===== src/rtl/digit_row_streamer.sv =====
// digit_row_streamer: renders a multi-digit BCD value as a scaled 4x6 font
// bitmap and streams it one pixel row per valid/ready handshake.
module digit_row_streamer #(
    parameter int NUM_DIGITS = 2,
    parameter int HSCALE     = 5,
    parameter int VSCALE     = 1,
    parameter int GAP        = 0,
    parameter int LZ_BLANK   = 1,
    localparam int GW        = 4 * HSCALE,
    localparam int SW        = GW + GAP,
    localparam int W         = NUM_DIGITS * SW,
    localparam int R         = 6 * VSCALE,
    localparam int IW        = (R > 1) ? $clog2(R) : 1
) (
    input  logic                    clk,
    input  logic                    rst_n,
    input  logic                    in_valid,
    output logic                    in_ready,
    input  logic [4*NUM_DIGITS-1:0] in_bcd,
    output logic                    out_valid,
    input  logic                    out_ready,
    output logic [W-1:0]            out_row,
    output logic [IW-1:0]           out_row_idx,
    output logic                    out_last
);

    localparam int VCW = (VSCALE > 1) ? $clog2(VSCALE) : 1;

    typedef enum logic {S_IDLE, S_EMIT} state_t;

    state_t                  r_state;
    logic [4*NUM_DIGITS-1:0] r_bcd;
    logic [NUM_DIGITS-1:0]   r_blank;
    logic [W-1:0]            r_row;
    logic [IW-1:0]           r_idx;
    logic [2:0]              r_frow;
    logic [VCW-1:0]          r_vcnt;
    logic                    r_in_ready;
    logic                    r_out_valid;
    logic                    r_last;

    logic [NUM_DIGITS-1:0]   w_blank;
    logic                    w_lead_zero;
    logic [VCW-1:0]          w_vcnt_nx;
    logic [2:0]              w_frow_nx;
    logic [IW-1:0]           w_idx_nx;
    logic                    w_last_nx;

    // One font nibble (MSB = leftmost column); codes 10..15 are blank.
    function automatic logic [3:0] font_nib(input logic [3:0] dig,
                                            input logic [2:0] frow);
        logic [23:0] g;
        case (dig)
            4'd0:    g = 24'h699996;
            4'd1:    g = 24'h26A22F;
            4'd2:    g = 24'h69168F;
            4'd3:    g = 24'h692196;
            4'd4:    g = 24'h359F11;
            4'd5:    g = 24'hF8E196;
            4'd6:    g = 24'h698E96;
            4'd7:    g = 24'hF12488;
            4'd8:    g = 24'h696996;
            4'd9:    g = 24'h697196;
            default: g = 24'h000000;
        endcase
        case (frow)
            3'd0:    font_nib = g[23:20];
            3'd1:    font_nib = g[19:16];
            3'd2:    font_nib = g[15:12];
            3'd3:    font_nib = g[11:8];
            3'd4:    font_nib = g[7:4];
            3'd5:    font_nib = g[3:0];
            default: font_nib = 4'h0;
        endcase
    endfunction

    // Full pixel row: each font bit widened HSCALE times, GAP zeros on the right.
    function automatic logic [W-1:0] render(input logic [4*NUM_DIGITS-1:0] bcd,
                                            input logic [NUM_DIGITS-1:0]   blank,
                                            input logic [2:0]              frow);
        logic [3:0] nib;
        render = '0;
        for (int d = 0; d < NUM_DIGITS; d++) begin
            nib = blank[d] ? 4'h0 : font_nib(bcd[4*d +: 4], frow);
            for (int j = 0; j < GW; j++) begin
                render[d*SW + GAP + j] = nib[j / HSCALE];
            end
        end
    endfunction

    // Leading-zero mask: a digit blanks when it and all digits above are zero.
    always_comb begin
        w_blank     = '0;
        w_lead_zero = 1'b1;
        for (int d = NUM_DIGITS - 1; d >= 0; d--) begin
            w_lead_zero = w_lead_zero & (in_bcd[4*d +: 4] == 4'd0);
            if (d != 0 && LZ_BLANK != 0) begin
                w_blank[d] = w_lead_zero;
            end
        end
    end

    // Next row position: VSCALE repeats of each font row.
    always_comb begin
        if (r_vcnt == VCW'(VSCALE - 1)) begin
            w_vcnt_nx = '0;
            w_frow_nx = r_frow + 3'd1;
        end else begin
            w_vcnt_nx = r_vcnt + VCW'(1);
            w_frow_nx = r_frow;
        end
        w_idx_nx  = r_idx + IW'(1);
        w_last_nx = (w_idx_nx == IW'(R - 1));
    end

    // Capture/emit FSM with all outputs registered.
    always_ff @(posedge clk or negedge rst_n) begin
        if (!rst_n) begin
            r_state     <= S_IDLE;
            r_bcd       <= '0;
            r_blank     <= '0;
            r_row       <= '0;
            r_idx       <= '0;
            r_frow      <= '0;
            r_vcnt      <= '0;
            r_in_ready  <= 1'b1;
            r_out_valid <= 1'b0;
            r_last      <= 1'b0;
        end else begin
            case (r_state)
                S_IDLE: begin
                    if (in_valid && r_in_ready) begin
                        r_bcd       <= in_bcd;
                        r_blank     <= w_blank;
                        r_row       <= render(in_bcd, w_blank, 3'd0);
                        r_idx       <= '0;
                        r_frow      <= '0;
                        r_vcnt      <= '0;
                        r_in_ready  <= 1'b0;
                        r_out_valid <= 1'b1;
                        r_last      <= (R == 1);
                        r_state     <= S_EMIT;
                    end
                end
                S_EMIT: begin
                    if (out_ready) begin
                        if (r_last) begin
                            r_out_valid <= 1'b0;
                            r_last      <= 1'b0;
                            r_in_ready  <= 1'b1;
                            r_state     <= S_IDLE;
                        end else begin
                            r_row  <= render(r_bcd, r_blank, w_frow_nx);
                            r_idx  <= w_idx_nx;
                            r_frow <= w_frow_nx;
                            r_vcnt <= w_vcnt_nx;
                            r_last <= w_last_nx;
                        end
                    end
                end
                default: r_state <= S_IDLE;
            endcase
        end
    end

    assign in_ready    = r_in_ready;
    assign out_valid   = r_out_valid;
    assign out_row     = r_row;
    assign out_row_idx = r_idx;
    assign out_last    = r_last;

endmodule


===== config.mk =====
export PLATFORM = sky130hd
export DESIGN_NAME = digit_row_streamer
export DESIGN_NICKNAME = d
export VERILOG_FILES = /design/src/rtl/digit_row_streamer.sv
export SDC_FILE = /design/constraint.sdc
export NUM_CORES = 1
export LEC_CHECK = 0
export CORE_MARGIN = 2
export CORE_UTILIZATION = 30
export DETAILED_ROUTE_END_ITERATION = 7
export SYNTH_ARGS = -nofsm -noshare
export SYNTH_HDL_FRONTEND = slang
export SYNTH_SLANG_ARGS = --single-unit
export TNS_END_PERCENT = 30

===== constraint.sdc =====
create_clock -name clk -period 2.4 [get_ports clk]
set_input_delay 0.24 -clock clk [delete_from_list [all_inputs] [get_ports clk]]
set_output_delay 0.24 -clock clk [all_outputs]
set_load 0.05 [all_outputs]

# Word level (Yosys, flattened, before mapping)
# Memories as Yosys holds them, arrays and structs flattened.
# Index checks and enable logic that the tools add are counted.
[classes]
reduce_logical = 7
bitwise = 1
n_mux = 35
n_addsub = 3
eq_ne = 10
[op_table]
columns = ["operator", "n"]
rows = [
  ["two-way mux 40 bit", 3],
  ["case mux 40 bit (2 select lines)", 1],
  ["case mux 4 bit (6 select lines)", 2],
  ["two-way mux 3 bit", 6],
  ["two-way mux 1 bit", 14],
  ["case mux 3 bit (2 select lines)", 2],
  ["case mux 1 bit (2 select lines)", 5],
  ["== test 3 bit (second input constant)", 3],
  ["two-way mux 4 bit", 2],
  ["adder 3 x 1 -> 3 bit (second input constant)", 2],
  ["== test 3 x 2 -> 1 bit (second input constant)", 2],
  ["!= test 2 bit (second input constant)", 3],
  ["AND reduction 3 bit", 2],
  ["logical NOT 4 bit", 1],
  ["AND reduction 2 bit", 2],
  ["== test 3 x 1 -> 1 bit (second input constant)", 1],
  ["logical NOT 3 bit", 1],
  ["!= test 2 x 1 -> 1 bit (second input constant)", 1],
  ["adder 1 bit (second input constant)", 1],
  ["logical AND 1 bit", 1],
  ["inverter 1 bit", 1],
]
[word_totals]
romBits = 1472
mem_count = 4
inputBits = 12
output_inout_bits = 46
ff_bits = 60
word_cells = 70
[memory_table]
columns = ["name", "words", "width", "rd", "rd_ports_with_merged_regs", "write_ports", "line", "rtl"]
rows = [
  ["(name not given)", 16, 23, 1, 0, 0, "53", "case (dig)"],
  ["(name not given)", 16, 23, 1, 0, 0, "53", ""],
  ["(name not given)", 16, 23, 1, 0, 0, "53", ""],
  ["(name not given)", 16, 23, 1, 0, 0, "53", ""],
]

# Depth between registers and ports, before layout
# Gate-level depths: netlist of the first run.
[logic_depth]
word_depth = 8
mapped_depth = 8
ltp_nobuf = 7

# Worst setup path after synthesis of the first run
# OpenSTA, ideal clock, no wires.
[synth_timing]
path_type = "register to register"
from = "register r_frow[0]"
to = "register r_row[34], in the netlist out_row[34]"
n_path_buf = 0
synth_period_minus_slack_ns = 1.879
arrival_time_ns = 1.776
path_stages_with_launch = 7
setup_time_ns = 0.103
required_ns = 2.297
slack_ns = 0.521
path_cell_list = "dfrtp_1 > ha_1 > xnor2_1 > nand2_2 > a2111oi_4 > a2111oi_2 > o41ai_2"
[synth_between]
elab_chain_len = 8
word_cells_on_any_way = 13
cone_classes = "1 x add/sub; 5 x eq/ne; 6 x mux; 1 x reduce/logical"
[synth_rtl]
columns = ["element", "line", "rtl"]
rows = [
  ["from (decl)", "36", "logic [2:0] r_frow;"],
  ["from (signal assigned)", "155", "r_frow <= w_frow_nx;"],
  ["adder 3 x 1 -> 3 bit", "107", "w_frow_nx = r_frow + 3'd1;"],
  ["two-way mux 3 bit *", "105", "if (r_vcnt == VCW'(VSCALE - 1)) begin"],
  ["== test 3 bit (tied with other cells)", "66", "case (frow)"],
  ["case mux 4 bit (6 select lines) *", "66", ""],
  ["two-way mux 4 bit *", "84", "nib = blank[d] ? 4'h0 : font_nib(bcd[4*d +: 4], frow);"],
  ["two-way mux 40 bit *", "147", "if (r_last) begin"],
  ["two-way mux 40 bit *", "146", "if (out_ready) begin"],
  ["case mux 40 bit (2 select lines) *", "130", "case (r_state)"],
  ["to (signal assigned)", "135", "r_row <= render(in_bcd, w_blank, 3'd0);"],
  ["to (signal assigned)", "153", "r_row <= render(r_bcd, r_blank, w_frow_nx);"],
  ["to (decl)", "34", "logic [W-1:0] r_row;"],
]
# Every way passes the cells marked *; elsewhere a longest branch is shown, timed or not. The select of a mux whose other input is x is not followed.
# A chain may end at the register's enable or synchronous reset.

# Worst setup path in the final report of the first run
[layout_timing]
from = "register r_frow[0]"
to = "register r_row[4], in the netlist out_row[4]"
[layout_between]
elab_chain_len = 7
word_cells_on_any_way = 12
cone_classes = "1 x add/sub; 5 x eq/ne; 5 x mux; 1 x reduce/logical"
[layout_rtl]
columns = ["element", "line"]
rows = [
  ["adder 3 x 1 -> 3 bit", "107"],
  ["two-way mux 3 bit *", "105"],
  ["== test 3 bit (tied with other cells)", "66"],
  ["case mux 4 bit (6 select lines) *", "66"],
  ["two-way mux 40 bit *", "147"],
  ["two-way mux 40 bit *", "146"],
  ["case mux 40 bit (2 select lines) *", "130"],
]
# Marks and branches as above.

==> flow_summary_export.csv, run 1 <==
group,metric,value,unit
detailed_routing,vias,2426,
detailed_routing,wl,7000,um
timing,setup_violations,0,
timing,fin_crit_sh,0.863,
cts,clock_tree.root_cell,"clkbuf_8",
power_and_ir_drop,p_int,0.596,mW
timing,fmax,483,MHz
global_route,grt-ovfl-total,0,
place,dp_hpwl,5210,um
power_and_ir_drop,combPwrFrac,0.067,
synthesis,yosysTopAreaCell,"dfrtp_1",
power_and_ir_drop,leakage,1.26,nW
global_route,grt_max_degree,28,
power_and_ir_drop,cellPowerDensity,253,nW/um^2
synthesis,synth-edff-count,0,
synthesis,synthesis.area_per_instance,7.90,sq um
synthesis,ys_seq_elements,27,
cts,clk_pin_slew_worst_paths,0.11,ns
detailed_routing,wl_per_cell,15.3,um
synthesis,seq_area_frac_synth,0.261,
place,place_inst,455,
worst_setup_path,crit_path_start_kind,"flop",
worst_setup_path,crit_arrival,2.28,ns
floorplanning,die_area,9420,sq um
floorplanning,die-width,97.1,um
cts,holdBufCountCts,0,
synthesis,synth_area_leaders,"dfrtp_1 (25%), ha_1 (11%), buf_4 (10%), nand2_1 (6.1%), o21ai_0 (5.6%)",
synthesis,synth_common_cells,"nand2_1 (42), buf_4 (36), o21ai_0 (29)",
floorplanning,pin_count,58,
worst_setup_path,critPathCaptureType,"flop",
power_and_ir_drop,p_sw,0.189,mW
cts,numCtsBuffers,3,
synthesis,postSynth.asyncResetShare,1.00,
cts,post_cts_buffers,0,
synthesis,synth_nets,363,
cells_and_area,drive_gt1_frac,0.0734,
cells_and_area,diodes,0,
synthesis,syn-cell-area,2600,sq um
synthesis,synth_cells,329,
cts,cts_buffer_depth,2,
cells_and_area,final_net_count,389,
worst_setup_path,worstPathMaxFanout,11,
global_route,antenna_found_initial,0,
power_and_ir_drop,ir_worst_vdd,0.262,mV
global_route,grt_pass1_vias,2224,
detailed_routing,drtPass1Iterations,4,
synthesis,synth_ff_type,"dfrtp_1",
min_path,hp-class,"in -> async",
detailed_routing,drtAntennaViolNets,0,
worst_setup_path,cp.buffers_inverters,1,
synthesis,yosysUniqueCellTypes,50,
status,status,"completed",
power_and_ir_drop,power.total,0.785,mW
cells_and_area,finalNonFillerCells,459,
cts,cts_tree,"done",
synthesis,synth_top_area_share,0.250,
worst_setup_path,slowest_stage,"dfrtp_1",
synthesis,ys_warn_count,0,
timing,relSlewSlack,0.626,
power_and_ir_drop,swShare,0.241,
floorplanning,die_height,97.1,um
cts,cts_max_level,1,
synthesis,synth_most_common_cell,"nand2_1",
global_route,grt_usage,0.146,
detailed_routing,routed_via_density,5.29,
timing,tightest_slew,0.555,ns
power_and_ir_drop,clock_power_share,0.354,
timing,rsz0062_at_grt,"no",
floorplanning,num_rows,33,
worst_setup_path,cp_top_family,"compound AO/OA/AOI/OAI gates",
global_route,grt_pass1_wl,11500,um
worst_setup_path,worst_path_largest_cell_delay,0.45,ns
timing,timing.hold.ws,0.341,ns
cts,cts_resized,0,
worst_setup_path,cpMostUsedCell,"a31oi_1",
timing,drv_slew,0,
floorplanning,coreArea,8300,sq um
timing,layout_min_cycle_time,2.07,ns
timing,setup-tns-final,0,ns
worst_setup_path,path_cells,"ha_1 > xnor2_1 > buf_4 > nand2_1 > o311ai_0 > a31oi_1 > a31oi_1",
timing,skew,0.00478,ns
power_and_ir_drop,p_seq_frac,0.580,
place,place.gp.congestion,0.969,
worst_setup_path,critPathKind,"reg -> reg",
cts,insertion_delay,0.28,ns
place,io_buffers,57,
cells_and_area,fillers,861,
cts,cts.sinks,27,
floorplanning,initial_utilization,0.313,
detailed_routing,drcViolationCount,0,
timing,hold_viol,0,
job,max_cap_violations,0,
detailed_routing,drt_iter0_markers,147,
cells_and_area,area_growth,19.5,%
worst_setup_path,worstPathRequired,2.61,ns
cells by family after synthesis:
logic type                 after synthesis  synth area share
and+or+nand+nor                        117             0.220
adders and majority gates               22             0.106
DFF                                     27             0.261
buffers and inverters                   60             0.142
xor gates and xnor gates                 3            0.0130
AOI/OAI and AO/OA                       93             0.231
muxes                                    7            0.0275
final cells by class:
type | instances | area [sq um] | area share
Sequential cell | 27 | 677 | 0.218
Clock inverter | 1 | 5.00 | 0.00161
Multi-Input combinational cell | 242 | 1550 | 0.500
Inverter | 14 | 52.6 | 0.0169
Timing Repair Buffer | 67 | 646 | 0.208
Clock buffer | 3 | 41.3 | 0.0133
Tap cell | 105 | 131 | 0.0423
state kept, by name, indices dropped and copies added (netlist names):
signal and count:
r_bcd 8, out_row 8, r_state 1, out_row_idx 3
out_last 1, r_frow 3, in_ready 1, out_valid 1
r_blank 1
layer usage:
| metal | vias to the layer above | GRT usage | wire, um |
|---|---|---|---|
| li1 | 1165 | - | - |
| met1 | 1139 | 0.216 | 3410 |
| met2 | 112 | 0.224 | 3070 |
| met3 | 10 | 0.0237 | 414 |
| met4 | 0 | 0.0336 | 108 |
| met5 | - | 0 | 0 |
stage by stage:
stage / util / area (sq um) / worst slack [ns]
final: 0.374 / 3100 / 0.329
after floorplan: - / 2600 / 0.521
after detailed placement: 0.368 / 3060 / 0.272
after global placement: 0.368 / 3060 / 0.254
after global routing: 0.374 / 3100 / 0.172
after CTS: 0.374 / 3100 / 0.347
path summary, 6_finish.rpt:
check                           depth (start not counted)  slack (ns)              startpoint                endpoint
min in group clk                                        2        0.48  r_blank[1]$_DFFE_PN0P_  r_blank[1]$_DFFE_PN0P_
worst max-delay path                                    7        0.33   r_frow[0]$_DFFE_PN0P_  out_row[4]$_DFFE_PN0P_
max in group asynchronous                               2        1.73                   rst_n    in_ready$_DFFE_PN1P_
worst min register to register                          2        0.48  r_blank[1]$_DFFE_PN0P_  r_blank[1]$_DFFE_PN0P_
worst max register to register                          7        0.33   r_frow[0]$_DFFE_PN0P_  out_row[4]$_DFFE_PN0P_
worst min-delay path                                    2        0.34                   rst_n    r_bcd[1]$_DFFE_PN0P_
cell usage in the layout (no fill, tap or decap), types with 2 or more instances in the layout:
master,instances
nand2_2,2
buf_4,10
o21ai_1,6
nor3_1,8
nor4_1,2
mux2i_1,6
ha_1,22
nand2_1,42
o21a_1,4
clkdlybuf4s50_1,57
inv_1,14
o311ai_0,2
nor3_2,2
nand3_1,8
nor2_1,23
a31oi_1,4
a21oi_1,20
o21ai_0,29
o22ai_1,7
nand2b_1,11
nand3b_1,5
a211oi_1,7
nor3b_1,2
o2bb2ai_1,2
dfrtp_1,26
clkbuf_8,3
nor2b_1,7
power by group through the flow:
| stage | registers [mW] | clock network, mW | logic (mW) |
|---|---|---|---|
| after floorplan | 0.464 | 0 | 0.0124 |
| after global placement | 0.464 | 0 | 0.0525 |
| after detailed placement | 0.464 | 0 | 0.0531 |
| after CTS | 0.455 | 0.293 | 0.0530 |
| after global routing | 0.455 | 0.307 | 0.0587 |
| final | 0.455 | 0.278 | 0.0523 |
(Power assumes the default switching activity.)
==> inputs of run 2 (changes only) <==
CORE_UTILIZATION = 34   (was 30)
PLACE_DENSITY = 0.57   (was not set)
==> run 2 against run 1 <==
First-iteration DRC count increased by 24%. Power up 1.0%. Register-to-register slack barely moved. Non-clock buffer count rose by 2. Critical path depth unchanged. Setup slack improved by 0.012 ns. Die area is 11% lower. Clock skew fell by 0.0014 ns.
==> flow_summary_export.csv, run 2 (same netlist as run 1, synthesis figures left out) <==
group,metric,value,unit
floorplanning,die_area,8350,sq um
cells_and_area,fillers,731,
timing,skew,0.00333,ns
detailed_routing,drtAntennaViolNets,0,
detailed_routing,vias,2332,
global_route,top_usage_layer,"met2",
worst_setup_path,critPathCaptureType,"flop",
worst_setup_path,worstPathRequired,2.56,ns
cts,clock_tree.root_cell,"clkbuf_8",
cells_and_area,fin_area,3120,sq um
timing,drv_slew,0,
global_route,grt_use_met3,0.0216,
global_route,grt_usage,0.158,
detailed_routing,routed_via_density,5.13,
place,io_buffers,57,
floorplanning,num_rows,31,
cts,holdBufCountCts,0,
timing,fin_ws,0.341,ns
place,dp_slack,0.345,ns
min_path,hp-class,"in -> async",
place,dp_hpwl,4990,um
floorplanning,initial_utilization,0.354,
cts,cts_tree,"done",
worst_setup_path,critPathKind,"reg -> reg",
global_route,grt_max_degree,28,
cells_and_area,drive_gt1_frac,0.0787,
place,place.gp.congestion,0.923,
power_and_ir_drop,ir_worst_vdd,0.224,mV
timing,relSlewSlack,0.618,
place,place_inst,451,
cts,post_cts_buffers,0,
timing,rsz0062_at_grt,"no",
job,max_cap_violations,0,
cells_and_area,regArea,677,sq um
cells_and_area,layout_commonest_cell,"clkdlybuf4s50_1",
detailed_routing,wl,6550,um
cts,numCtsBuffers,3,
cells_and_area,diodes,0,
power_and_ir_drop,leakage,1.27,nW
worst_setup_path,crit_arrival,2.22,ns
timing,tightest_slew,0.573,ns
timing,layout_min_cycle_time,2.06,ns
timing,setup-tns-final,0,ns
place,dpl_cell_area,3070,sq um
worst_setup_path,r2r_cells,7,
cts,insertion_delay,0.28,ns
detailed_routing,drt_iter0_markers,183,
global_route,grt-ovfl-total,0,
floorplanning,die-width,91.4,um
cells_and_area,finalNonFillerCells,455,
floorplanning,pin_count,58,
timing,hold_viol,0,
global_route,grt_pass1_wl,11000,um
detailed_routing,drcViolationCount,0,
global_route,use_met1,0.224,
floorplanning,die_height,91.4,um
worst_setup_path,crit_path_start_kind,"flop",
detailed_routing,drtPass1Iterations,4,
cts,cts_resized,0,
cells_and_area,multi_input_area,1550,sq um
worst_setup_path,worstReg2RegEnd,"out_row[34]$_DFFE_PN0P_",
cts,cts.sinks,27,
timing,setup_violations,0,
timing,fmax,486,MHz
worst_setup_path,r2r-start,"r_bcd[4]$_DFFE_PN0P_",
cts,cts_buffer_depth,2,
cts,cts_max_level,1,
cells_and_area,final_cell_mix,"clkdlybuf4s50_1 (57), nand2_1 (42), o21ai_0 (29)",
power_and_ir_drop,cellPowerDensity,254,nW/um^2
cts,clk_pin_slew_worst_paths,0.10,ns
global_route,grt_use_met2,0.260,
worst_setup_path,ff2ff_setup_slack,0.34,ns
status,status,"completed",
timing,fin_crit_sh,0.858,
global_route,antenna_found_initial,0,
worst_setup_path,worstPathMaxFanout,9,
cells_and_area,final_core_util,0.425,
cells_and_area,final_net_count,391,
floorplanning,coreArea,7330,sq um
detailed_routing,wl_per_cell,14.4,um
cells_and_area,area_growth,19.9,%
global_route,grt_pass1_vias,2238,
==> run 2: changes by cell type in the layout (fill, tap and decap cells not counted) <==
cell      before  now
inv_6          0    1
buf_4         10   12
clkinv_2       1    0
==> run 2: metal layers <==
| metal | share of wire | vias to the layer above |
|---|---|---|
| met2 | 0.46 | 68 |
| li1 | - | 1169 |
| met5 | 0 | - |
| met4 | 0.0081 | 0 |
| met1 | 0.48 | 1089 |
| met3 | 0.051 | 6 |
==> run 2: stage by stage <==
| step | hold WS, ns | power, mW |
|---|---|---|
| 2_1_floorplan | -0.0556 | 0.476 |
| 3_3_place_gp | 0.450 | 0.517 |
| 3_5_place_dp | 0.456 | 0.515 |
| 4_1_cts | 0.330 | 0.808 |
| 5_1_grt | 0.351 | 0.828 |
| 6_report | 0.324 | 0.792 |
==> run 2: layout make-up <==
type | instances | share of cell area
sequential | 27 | 0.217
clock inverter | 1 | 0.00281
multi-input combinational | 242 | 0.498
clock buffer | 3 | 0.0133
inverter | 14 | 0.0169
tap | 99 | 0.0398
timing repair buffer | 69 | 0.212
==> run 2: critical path: stages, from the launching register on <==
cell and delay [ns]:
dfrtp_1 0.52, inv_1 0.17, ha_1 0.34, nand2b_1 0.17, nand3_1 0.14, o21ai_1 0.09, a2111oi_2 0.40, o41ai_2 0.11
==> run 2: power breakdown <==
part	leakage, nW	switching, mW	internal [mW]	total (mW)
Sequential	0.332	0	0.455	0.455
Clock	0.0261	0.164	0.122	0.287
Combinational	0.913	0.0271	0.0241	0.0512
==> run 2: how the worst max path moves through the flow <==
| stage | startpoint | to | slack, ns | cells after the start |
|---|---|---|---|---|
| floorplan | r_frow[0]$_DFFE_PN0P_ | out_row[34]$_DFFE_PN0P_ | 0.52 | 6 |
| global placement | out_ready | out_row[24]$_DFFE_PN0P_ | 0.34 | 6 |
| detailed placement | out_ready | out_row[24]$_DFFE_PN0P_ | 0.35 | 6 |
| CTS | r_bcd[4]$_DFFE_PN0P_ | out_row[34]$_DFFE_PN0P_ | 0.34 | 7 |
| global route | r_frow[0]$_DFFE_PN0P_ | out_row[4]$_DFFE_PN0P_ | 0.16 | 7 |
| finish | r_bcd[4]$_DFFE_PN0P_ | out_row[34]$_DFFE_PN0P_ | 0.34 | 7 |
